==> config.mk <==
export PLATFORM = sky130hd
export DESIGN_NAME = leading_count_iter
export DESIGN_NICKNAME = d
export VERILOG_FILES = /design/src/rtl/shift_pkg.sv /design/src/rtl/leading_count_step.sv /design/src/rtl/leading_count_iter.sv
export SDC_FILE = /design/constraint.sdc
export NUM_CORES = 1
export LEC_CHECK = 0
export CELL_PAD_IN_SITES_DETAIL_PLACEMENT = 1
export CELL_PAD_IN_SITES_GLOBAL_PLACEMENT = 1
export CORE_MARGIN = 1.5
export CORE_UTILIZATION = 41
export CTS_BUF_LIST = sky130_fd_sc_hd__clkbuf_4 sky130_fd_sc_hd__clkbuf_8 sky130_fd_sc_hd__clkbuf_16
export CTS_CLUSTER_DIAMETER = 30
export DETAILED_ROUTE_END_ITERATION = 8
export PLACE_DENSITY_LB_ADDON = 0.1
export SLEW_MARGIN = 20
export SYNTH_ARGS = -nofsm -noshare
export SYNTH_HDL_FRONTEND = slang
export SYNTH_HIERARCHICAL = 1
export SYNTH_SLANG_ARGS = --single-unit
==> constraint.sdc <==
create_clock -name clock -period 4.3 [get_ports clock]
set_input_delay 0.43 -clock clock [delete_from_list [all_inputs] [get_ports clock]]
set_output_delay 0.43 -clock clock [all_outputs]
set_load 0.01 [all_outputs]
==> src/rtl/shift_pkg.sv <==
// Shared definitions for the shift/normalise functional units.
package shift_pkg;

  typedef enum logic [1:0] {
    LC_IDLE,
    LC_SEARCH,
    LC_DONE
  } lc_state_t;

  // Width of a leading-count result able to hold 0..width inclusive.
  function automatic int count_rw(input int width);
    return $clog2(width) + 1;
  endfunction

endpackage

==> src/rtl/leading_count_step.sv <==
// One binary-search halving: tests whether the top h bits of w are all zero
// and provides w shifted left by h for the case where they are.
module leading_count_step #(
  parameter int WIDTH = 32,
  parameter int LOG2W = $clog2(WIDTH)
) (
  input  logic [WIDTH-1:0] i_w,
  input  logic [LOG2W-1:0] i_h,
  output logic             o_zero_hit,
  output logic [WIDTH-1:0] o_w_shifted
);

  logic [WIDTH-1:0] w_mask;

  // Mask selecting the top h bits of the window.
  assign w_mask      = ~({WIDTH{1'b1}} >> i_h);
  assign o_zero_hit  = (i_w & w_mask) == '0;
  assign o_w_shifted = i_w << i_h;

endmodule

==> src/rtl/leading_count_iter.sv <==
// Iterative count-leading-zeros/ones unit. CLO is handled by inverting the
// operand at accept time, so the search itself only ever counts zeros.
// One halving step per cycle; valid/ready handshake on both sides.
module leading_count_iter
  import shift_pkg::*;
#(
  parameter  int WIDTH = 32,
  localparam int RW    = count_rw(WIDTH)
) (
  input  logic             clock,
  input  logic             reset,
  input  logic             flush,
  input  logic             in_valid,
  output logic             in_ready,
  input  logic [WIDTH-1:0] data_in,
  input  logic             count_ones,
  output logic             out_valid,
  input  logic             out_ready,
  output logic [RW-1:0]    result,
  output logic             busy
);

  localparam int               LOG2W     = $clog2(WIDTH);
  localparam logic [LOG2W-1:0] HALF      = LOG2W'(WIDTH / 2);
  localparam logic [LOG2W-1:0] LAST_STEP = LOG2W'(LOG2W - 1);
  localparam logic [LOG2W-1:0] STEP_ONE  = LOG2W'(1);
  localparam logic [RW-1:0]    CNT_ONE   = RW'(1);

  lc_state_t        r_state;
  lc_state_t        w_next_state;
  logic [WIDTH-1:0] r_w;
  logic [RW-1:0]    r_cnt;
  logic [LOG2W-1:0] r_step;

  logic [LOG2W-1:0] w_h;
  logic             w_zero_hit;
  logic [WIDTH-1:0] w_w_shifted;
  logic [WIDTH-1:0] w_w_next;
  logic [RW-1:0]    w_add_h;
  logic [RW-1:0]    w_add_1;
  logic [RW-1:0]    w_cnt_next;
  logic             w_last;
  logic             w_accept;
  logic             w_search;

  // h = WIDTH >> (step+1), written as (WIDTH/2) >> step to stay in LOG2W bits.
  assign w_h    = HALF >> r_step;
  assign w_last = (r_step == LAST_STEP);

  leading_count_step #(
    .WIDTH (WIDTH),
    .LOG2W (LOG2W)
  ) u_step (
    .i_w         (r_w),
    .i_h         (w_h),
    .o_zero_hit  (w_zero_hit),
    .o_w_shifted (w_w_shifted)
  );

  // Count update: add h on a zero window; on the final step also add one
  // more if the remaining MSB is still zero (covers the all-zero word).
  always_comb begin
    w_w_next   = w_zero_hit ? w_w_shifted : r_w;
    w_add_h    = w_zero_hit ? {1'b0, w_h} : '0;
    w_add_1    = (w_last && !w_w_next[WIDTH-1]) ? CNT_ONE : '0;
    w_cnt_next = r_cnt + w_add_h + w_add_1;
  end

  // State register.
  always_ff @(posedge clock or posedge reset) begin
    if (reset) begin
      r_state <= LC_IDLE;
    end else begin
      r_state <= w_next_state;
    end
  end

  // Next-state and handshake decode; flush overrides any accept or handshake.
  always_comb begin
    w_next_state = r_state;
    in_ready     = 1'b0;
    out_valid    = 1'b0;
    w_accept     = 1'b0;
    w_search     = 1'b0;
    case (r_state)
      LC_IDLE: begin
        in_ready = 1'b1;
        if (in_valid) begin
          w_accept     = 1'b1;
          w_next_state = LC_SEARCH;
        end
      end
      LC_SEARCH: begin
        w_search = 1'b1;
        if (w_last) begin
          w_next_state = LC_DONE;
        end
      end
      LC_DONE: begin
        out_valid = 1'b1;
        in_ready  = out_ready;
        if (out_ready) begin
          if (in_valid) begin
            w_accept     = 1'b1;
            w_next_state = LC_SEARCH;
          end else begin
            w_next_state = LC_IDLE;
          end
        end
      end
      default: begin
        w_next_state = LC_IDLE;
      end
    endcase
    if (flush) begin
      w_next_state = LC_IDLE;
      in_ready     = 1'b0;
      out_valid    = 1'b0;
      w_accept     = 1'b0;
      w_search     = 1'b0;
    end
  end

  // Working word, running count and step index.
  always_ff @(posedge clock or posedge reset) begin
    if (reset) begin
      r_w    <= '0;
      r_cnt  <= '0;
      r_step <= '0;
    end else if (w_accept) begin
      r_w    <= count_ones ? ~data_in : data_in;
      r_cnt  <= '0;
      r_step <= '0;
    end else if (w_search) begin
      r_w    <= w_w_next;
      r_cnt  <= w_cnt_next;
      r_step <= r_step + STEP_ONE;
    end
  end

  assign result = r_cnt;
  assign busy   = (r_state != LC_IDLE);

endmodule

Word level (Yosys, flattened, before mapping)
Index checks and enable logic that the tools add are counted.
{"block": "word_totals", "register_bits": 45, "in_bits": 38, "output_inout_bits": 9, "wordCells": 55}
{"block": "op_classes", "n_addsub": 3, "n_eq_ne": 6, "shift": 3, "muxes": 26, "n_bitwise": 3, "reduce_logical": 9}
{"operator": "two-way mux 32 bit", "n": 4}
{"operator": "NOT 32 bit", "n": 2}
{"operator": "bitwise AND 32 bit", "n": 1}
{"operator": "logical NOT 32 bit", "n": 1}
{"operator": "left shift 32 x 5 -> 32 bit", "n": 1}
{"operator": "right shift 32 x 5 -> 32 bit, first input constant", "n": 1}
{"operator": "two-way mux 5 bit", "n": 3}
{"operator": "two-way mux 6 bit", "n": 2}
{"operator": "two-way mux 1 bit", "n": 10}
{"operator": "!= test 3 bit, second input constant", "n": 3}
{"operator": "two-way mux 2 bit", "n": 4}
{"operator": "adder 6 x 1 -> 6 bit", "n": 1}
{"operator": "adder 6 x 5 -> 6 bit", "n": 1}
{"operator": "one-hot mux 2 bit (3 select lines)", "n": 1}
{"operator": "nonzero test 2 bit", "n": 3}
{"operator": "adder 5 x 1 -> 5 bit, second input constant", "n": 1}
{"operator": "== test 5 x 3 -> 1 bit, second input constant", "n": 1}
{"operator": "right shift 5 x 5 -> 5 bit, first input constant", "n": 1}
{"operator": "one-hot mux 1 bit (2 select lines)", "n": 2}
{"operator": "AND reduction 3 bit", "n": 1}
{"operator": "== test 2 x 1 -> 1 bit, second input constant", "n": 1}
{"operator": "== test 2 bit, second input constant", "n": 1}
{"operator": "logical NOT 2 bit", "n": 1}
{"operator": "AND reduction 2 bit", "n": 1}
{"operator": "other kinds (2)", "n": 2}

Logic depth before layout (Yosys ltp)
Gate-level depths: netlist of run 1.
{"block": "depth", "word_depth": 12, "depth_mapped": 22}

Modules after synthesis
Netlist of run 1, hierarchy kept.
{"module": "leading_count_iter", "instances": 1, "cells_each": 284, "area_per_inst_um2": 2959.1, "seq_area_each_um2": 1126.1}
{"module": "leading_count_step", "instances": 1, "cells_each": 264, "area_per_inst_um2": 2138.3, "seq_area_each_um2": 0.0}

Worst setup path before layout of run 1
No wires, ideal clock.
{"block": "synth_timing", "kind": "register to register", "from": "register r_step[2]", "to": "register r_cnt[4] (netlist: result[4])", "t_arrival_ns": 4.046, "t_required_ns": 4.205, "setup_slack_ns": 0.159, "path_stages_with_launch": 19, "period_less_slack_ns": 4.141, "path_cell_list": "dfrtp_1 or3_1 nor3_1 buf_6 buf_2 buf_2 clkbuf_1 o41ai_1 and3_1 buf_2 buf_1 nand2_1 nand3_1 fa_1 fa_1 nor2b_1 o21a_1 nor3_1 o31ai_1"}
{"block": "synth_between", "elab_chain_cells": 12}
{"element": "start, declared", "line_no": "leading_count_iter.sv:33", "source": "logic [LOG2W-1:0] r_step;"}
{"element": "start signal, assigned", "line_no": "leading_count_iter.sv:137", "source": "r_step <= r_step + STEP_ONE;"}
{"element": "right shift 5 x 5 -> 5 bit *", "line_no": "leading_count_iter.sv:47", "source": "assign w_h = HALF >> r_step;"}
{"element": "named net w_h[4]", "line_no": "leading_count_iter.sv:35", "source": "logic [LOG2W-1:0] w_h;"}
{"element": "right shift 32 x 5 -> 32 bit *", "line_no": "leading_count_step.sv:16", "source": "assign w_mask = ~({WIDTH{1'b1}} >> i_h);"}
{"element": "NOT 32 bit *", "line_no": "leading_count_step.sv:16"}
{"element": "bitwise AND 32 bit *", "line_no": "leading_count_step.sv:17", "source": "assign o_zero_hit = (i_w & w_mask) == '0;"}
{"element": "logical NOT 32 bit *", "line_no": "leading_count_step.sv:17"}
{"element": "named net w_zero_hit", "line_no": "leading_count_iter.sv:36", "source": "logic w_zero_hit;"}
{"element": "branches (longest 4 deep; another with adder 6 x 5 -> 6 bit)"}
{"element": "adder 6 x 1 -> 6 bit *", "line_no": "leading_count_iter.sv:66", "source": "w_cnt_next = r_cnt + w_add_h + w_add_1;"}
{"element": "two-way mux 6 bit *", "line_no": "leading_count_iter.sv:134", "source": "end else if (w_search) begin"}
{"element": "two-way mux 6 bit *", "line_no": "leading_count_iter.sv:130", "source": "end else if (w_accept) begin"}
{"element": "end signal, assigned", "line_no": "leading_count_iter.sv:136", "source": "r_cnt <= w_cnt_next;"}
{"element": "end, declared", "line_no": "leading_count_iter.sv:32", "source": "logic [RW-1:0] r_cnt;"}
Mark *: on every way through the listed nets, which the timed path passes. The select of a mux whose other input is x is not followed.
A chain may end at the register's enable or synchronous reset.

Worst setup path in the final report of run 1
{"block": "layout_timing", "from": "register r_step[4]", "to": "register r_cnt[4] (netlist: result[4])"}
{"element": "right shift 5 x 5 -> 5 bit", "line_no": "leading_count_iter.sv:47"}
{"element": "named net w_h[1]", "line_no": "leading_count_iter.sv:35"}
{"element": "left shift 32 x 5 -> 32 bit", "line_no": "leading_count_step.sv:18", "source": "assign o_w_shifted = i_w << i_h;"}
{"element": "named net w_w_shifted[31]", "line_no": "leading_count_iter.sv:37", "source": "logic [WIDTH-1:0] w_w_shifted;"}
{"element": "two-way mux 32 bit", "line_no": "leading_count_iter.sv:63", "source": "w_w_next = w_zero_hit ? w_w_shifted : r_w;"}
{"element": "logical NOT 1 bit", "line_no": "leading_count_iter.sv:65", "source": "w_add_1 = (w_last && !w_w_next[WIDTH-1]) ? CNT_ONE : '0;"}
{"element": "logical AND 1 bit", "line_no": "leading_count_iter.sv:65"}
{"element": "two-way mux 1 bit", "line_no": "leading_count_iter.sv:65"}
{"element": "adder 6 x 1 -> 6 bit", "line_no": "leading_count_iter.sv:66"}
{"element": "two-way mux 6 bit", "line_no": "leading_count_iter.sv:134"}
{"element": "two-way mux 6 bit", "line_no": "leading_count_iter.sv:130"}
The timed path passes the listed nets, and every way through them passes these cells. The select of a mux whose other input is x is not followed.

==> results.cfg, run 1 <==
[outcome]
status = finished clean

[power_and_ir_drop]
peakVddDrop_v = 0.000302
fin_total_pwr_uw = 3750
leakagePower_uw = 0.00224
power_density_nw_per_um2 = 639

[global_routing]
track_usage = 0.260
grt_pass1_wl_um = 26100
overflow = 0
grt_pass1_vias = 4513
antenna_found_initial = 0
grt_start_max_net_pins = 46

[floorplan]
start_util = 0.423
die_w_um = 115
core_um2 = 12100
fp.dieH_um = 115
fp-row-count = 40
design.die.area_um2 = 13100
num_io_pins = 47

[setup_path]
cp_max_fo = 30
crit_path_end_kind = register
crit_type = reg2reg
start_kind = register
worstPathArrival_ns = 4.19
cp_data_required_time_ns = 4.50

[layout]
antennaDiodeCount = 0
seq_area_um2 = 1130
final_cells = 744
syn_to_final_growth_pct = 14.9
multi_input_area_um2 = 3640
drive_above_1_share = 0.184
layout.nets = 622
final.fill_count = 1378

[yosys]
synthMostInstantiatedCell = mux2i_1
synth_edf_count = 0
syn_area_um2 = 5100
netlist_top_cells_area = dfrtp_1 22%, mux2i_1 14%, mux2_2 9.1%
syn_avg_cell_area_um2 = 9.30
synth-seq-area-share = 0.221
netlist_instances = 548
async_flop_share = 1.00
synth-seq-cells = 45
synthFlopType = dfrtp_1
syn-num-nets = 594
ys_types = 62
synth_common_cells = 72 x mux2i_1, 57 x nand2_1, 45 x dfrtp_1, 41 x mux2_2, 39 x nor2_1
netlist.area_leader.share = 0.221
yosys.area.top_type = dfrtp_1
synth_warnings = 6

[cts]
cts_buffers = 5
clock-sinks = 45
cts-hold-fix-buffers = 0
cts-root-buf = clkbuf_16
insertion_delay_ns = 0.30
cts_tree = built
clockBufferDepth = 2
h-tree-depth = 2
clkTransAtPathRegs_ns = 0.07

[timing]
worst_slack_ns = 0.309
setup_viol = 0
final_max_slew_viol_count = 0
min_period_over_period = 0.928
worst_pin_slew_ns = 0.942
hold_slack_ns = 0.480
slew_headroom = 0.372
fin_tns_setup_ns = 0
fin_skew_ns = 0.00957
fmax_mhz = 251
rsz0062_at_grt = no
finalHoldViolations = 0
period_needed_ns = 3.99

[route]
drc = 0
dr.pass1.iters = 6
viasPerCell = 6.08
finalWirelength_um = 16200
vias = 4526
drt_iter0_drc = 340
wire_per_inst_um = 21.8
drtAntennaViolNets = 0

[place]
placed_cells = 737
hpwl_um = 12400
gp_congestion = 0.949
numPortBuffers = 46
place_worst_setup_slack_ns = 0.0618

[worst_hold_path]
min_path_type = reg2reg

[job]
maxCapViolCount = 0
==> through the flow <==
stage,cell area [µm²],utilization
floorplan,5100,-
global placement,5680,0.471
detailed placement,5680,0.471
CTS,5830,0.483
global route,5860,0.486
finish,5860,0.486
==> critical path, cell delays in order, from the launching register on <==
cell	delay, ns
dfrtp_1	0.42
or3_4	0.45
nor2_4	0.20
buf_12	0.22
mux2i_1	0.36
and3b_1	0.27
a211oi_2	0.07
a22oi_1	0.20
o21ai_0	0.16
nand2_1	0.12
nand3_1	0.09
fa_1	0.41
fa_1	0.41
nor2b_1	0.13
o21a_1	0.14
nor3_1	0.05
o31ai_1	0.19
==> state kept, by name, summed over array words and instances (netlist names) <==
name,flops
r_step,5
r_state,2
result,6
r_w,32
==> path summary, 6_finish.rpt <==
check                                from   endpoint  slack [ns]  cells after the start
worst max-delay path            r_step[4]  result[4]        0.31                     16
worst min-delay path            result[5]  result[5]        0.48                      1
worst max register to register  r_step[4]  result[4]        0.31                     16
worst min register to register  result[5]  result[5]        0.48                      1
max in group asynchronous           reset  r_step[1]        3.17                      2
min in group asynchronous           reset    r_w[29]        0.58                      2
==> final cells by class <==
class / instances / share of cell area
timing repair buffer: 71 / 0.118
inverter: 9 / 0.00598
tap: 168 / 0.0359
clock buffer: 6 / 0.0237
multi-input combinational: 444 / 0.622
sequential: 45 / 0.193
clock inverter: 1 / 0.00128
==> per-layer routing <==
layer  up-vias  global-route usage  wire (µm)
met1      2295               0.377       7630
met4         0              0.0725        325
met5         -                   0          0
met3        18              0.0402        802
li1       2070                   -          -
met2       143               0.402       7480
==> report_power, final <==
part	switching [µW]	total, µW	internal (µW)
clock network	180	408	229
logic	1400	2490	1090
registers	285	849	564
total	1860	3750	1880
==> cells in the final DEF (no fill, tap or decap), types with 3 or more instances in the layout <==
cell type / instances
nor3_1: 11
a31oi_1: 4
and2_1: 6
o221ai_1: 3
nor2b_1: 6
buf_12: 4
a21oi_1: 10
o22ai_1: 7
mux4_1: 8
nand3b_1: 4
or2_2: 3
nor2_1: 37
mux2i_1: 72
clkbuf_16: 5
nand3_1: 10
and3_1: 3
nand2_1: 57
inv_1: 8
a211oi_1: 11
mux4_2: 13
clkdlybuf4s50_1: 45
nand2b_1: 5
nand4_1: 4
o21ai_0: 28
ha_1: 6
xor2_1: 5
o21a_1: 10
xnor2_1: 31
a21o_1: 4
buf_4: 21
o31ai_1: 3
dfrtp_1: 43
o22a_1: 3
mux2_2: 41
==> what timing repair did <==
item                                    CTS  global route
gates resized for setup                   0             7
endpoints found under the setup margin    0             3
buffers inserted                          0             0
==> kinds of logic (layout without fill, tap and decap cells) <==
| logic type | after synthesis | count (layout) | share of synthesized area |
|---|---|---|---|
| compound gates | 102 | 102 | 0.135 |
| buf+inv | 59 | 87 | 0.0739 |
| fa+ha+maj | 9 | 9 | 0.0245 |
| simple gates | 161 | 161 | 0.149 |
| mux | 136 | 136 | 0.336 |
| xor+xnor | 36 | 36 | 0.0619 |
| flops | 45 | 45 | 0.221 |
No activity file was read; power rests on OpenSTA's default activity.
==> inputs of run 2 (changes only) <==
==> constraint.sdc (replaced) <==
create_clock -name clock -period 4.3 [get_ports clock]
set_input_delay 0.645 -clock clock [delete_from_list [all_inputs] [get_ports clock]]
set_output_delay 0.645 -clock clock [all_outputs]
set_load 0.01 [all_outputs]
==> results of run 2 <==
The final DEF is identical to that of run 1. Status: finished clean.
==> inputs of run 3 (changes only) <==
--- a/config.mk
+++ b/config.mk
@@ -10,7 +10,6 @@
 export CORE_MARGIN = 1.5
 export CORE_UTILIZATION = 41
 export CTS_BUF_LIST = sky130_fd_sc_hd__clkbuf_4 sky130_fd_sc_hd__clkbuf_8 sky130_fd_sc_hd__clkbuf_16
-export CTS_CLUSTER_DIAMETER = 30
 export DETAILED_ROUTE_END_ITERATION = 8
 export PLACE_DENSITY_LB_ADDON = 0.1
 export SLEW_MARGIN = 20
==> results of run 3 <==
The final DEF is identical to that of run 1. Status: finished clean.
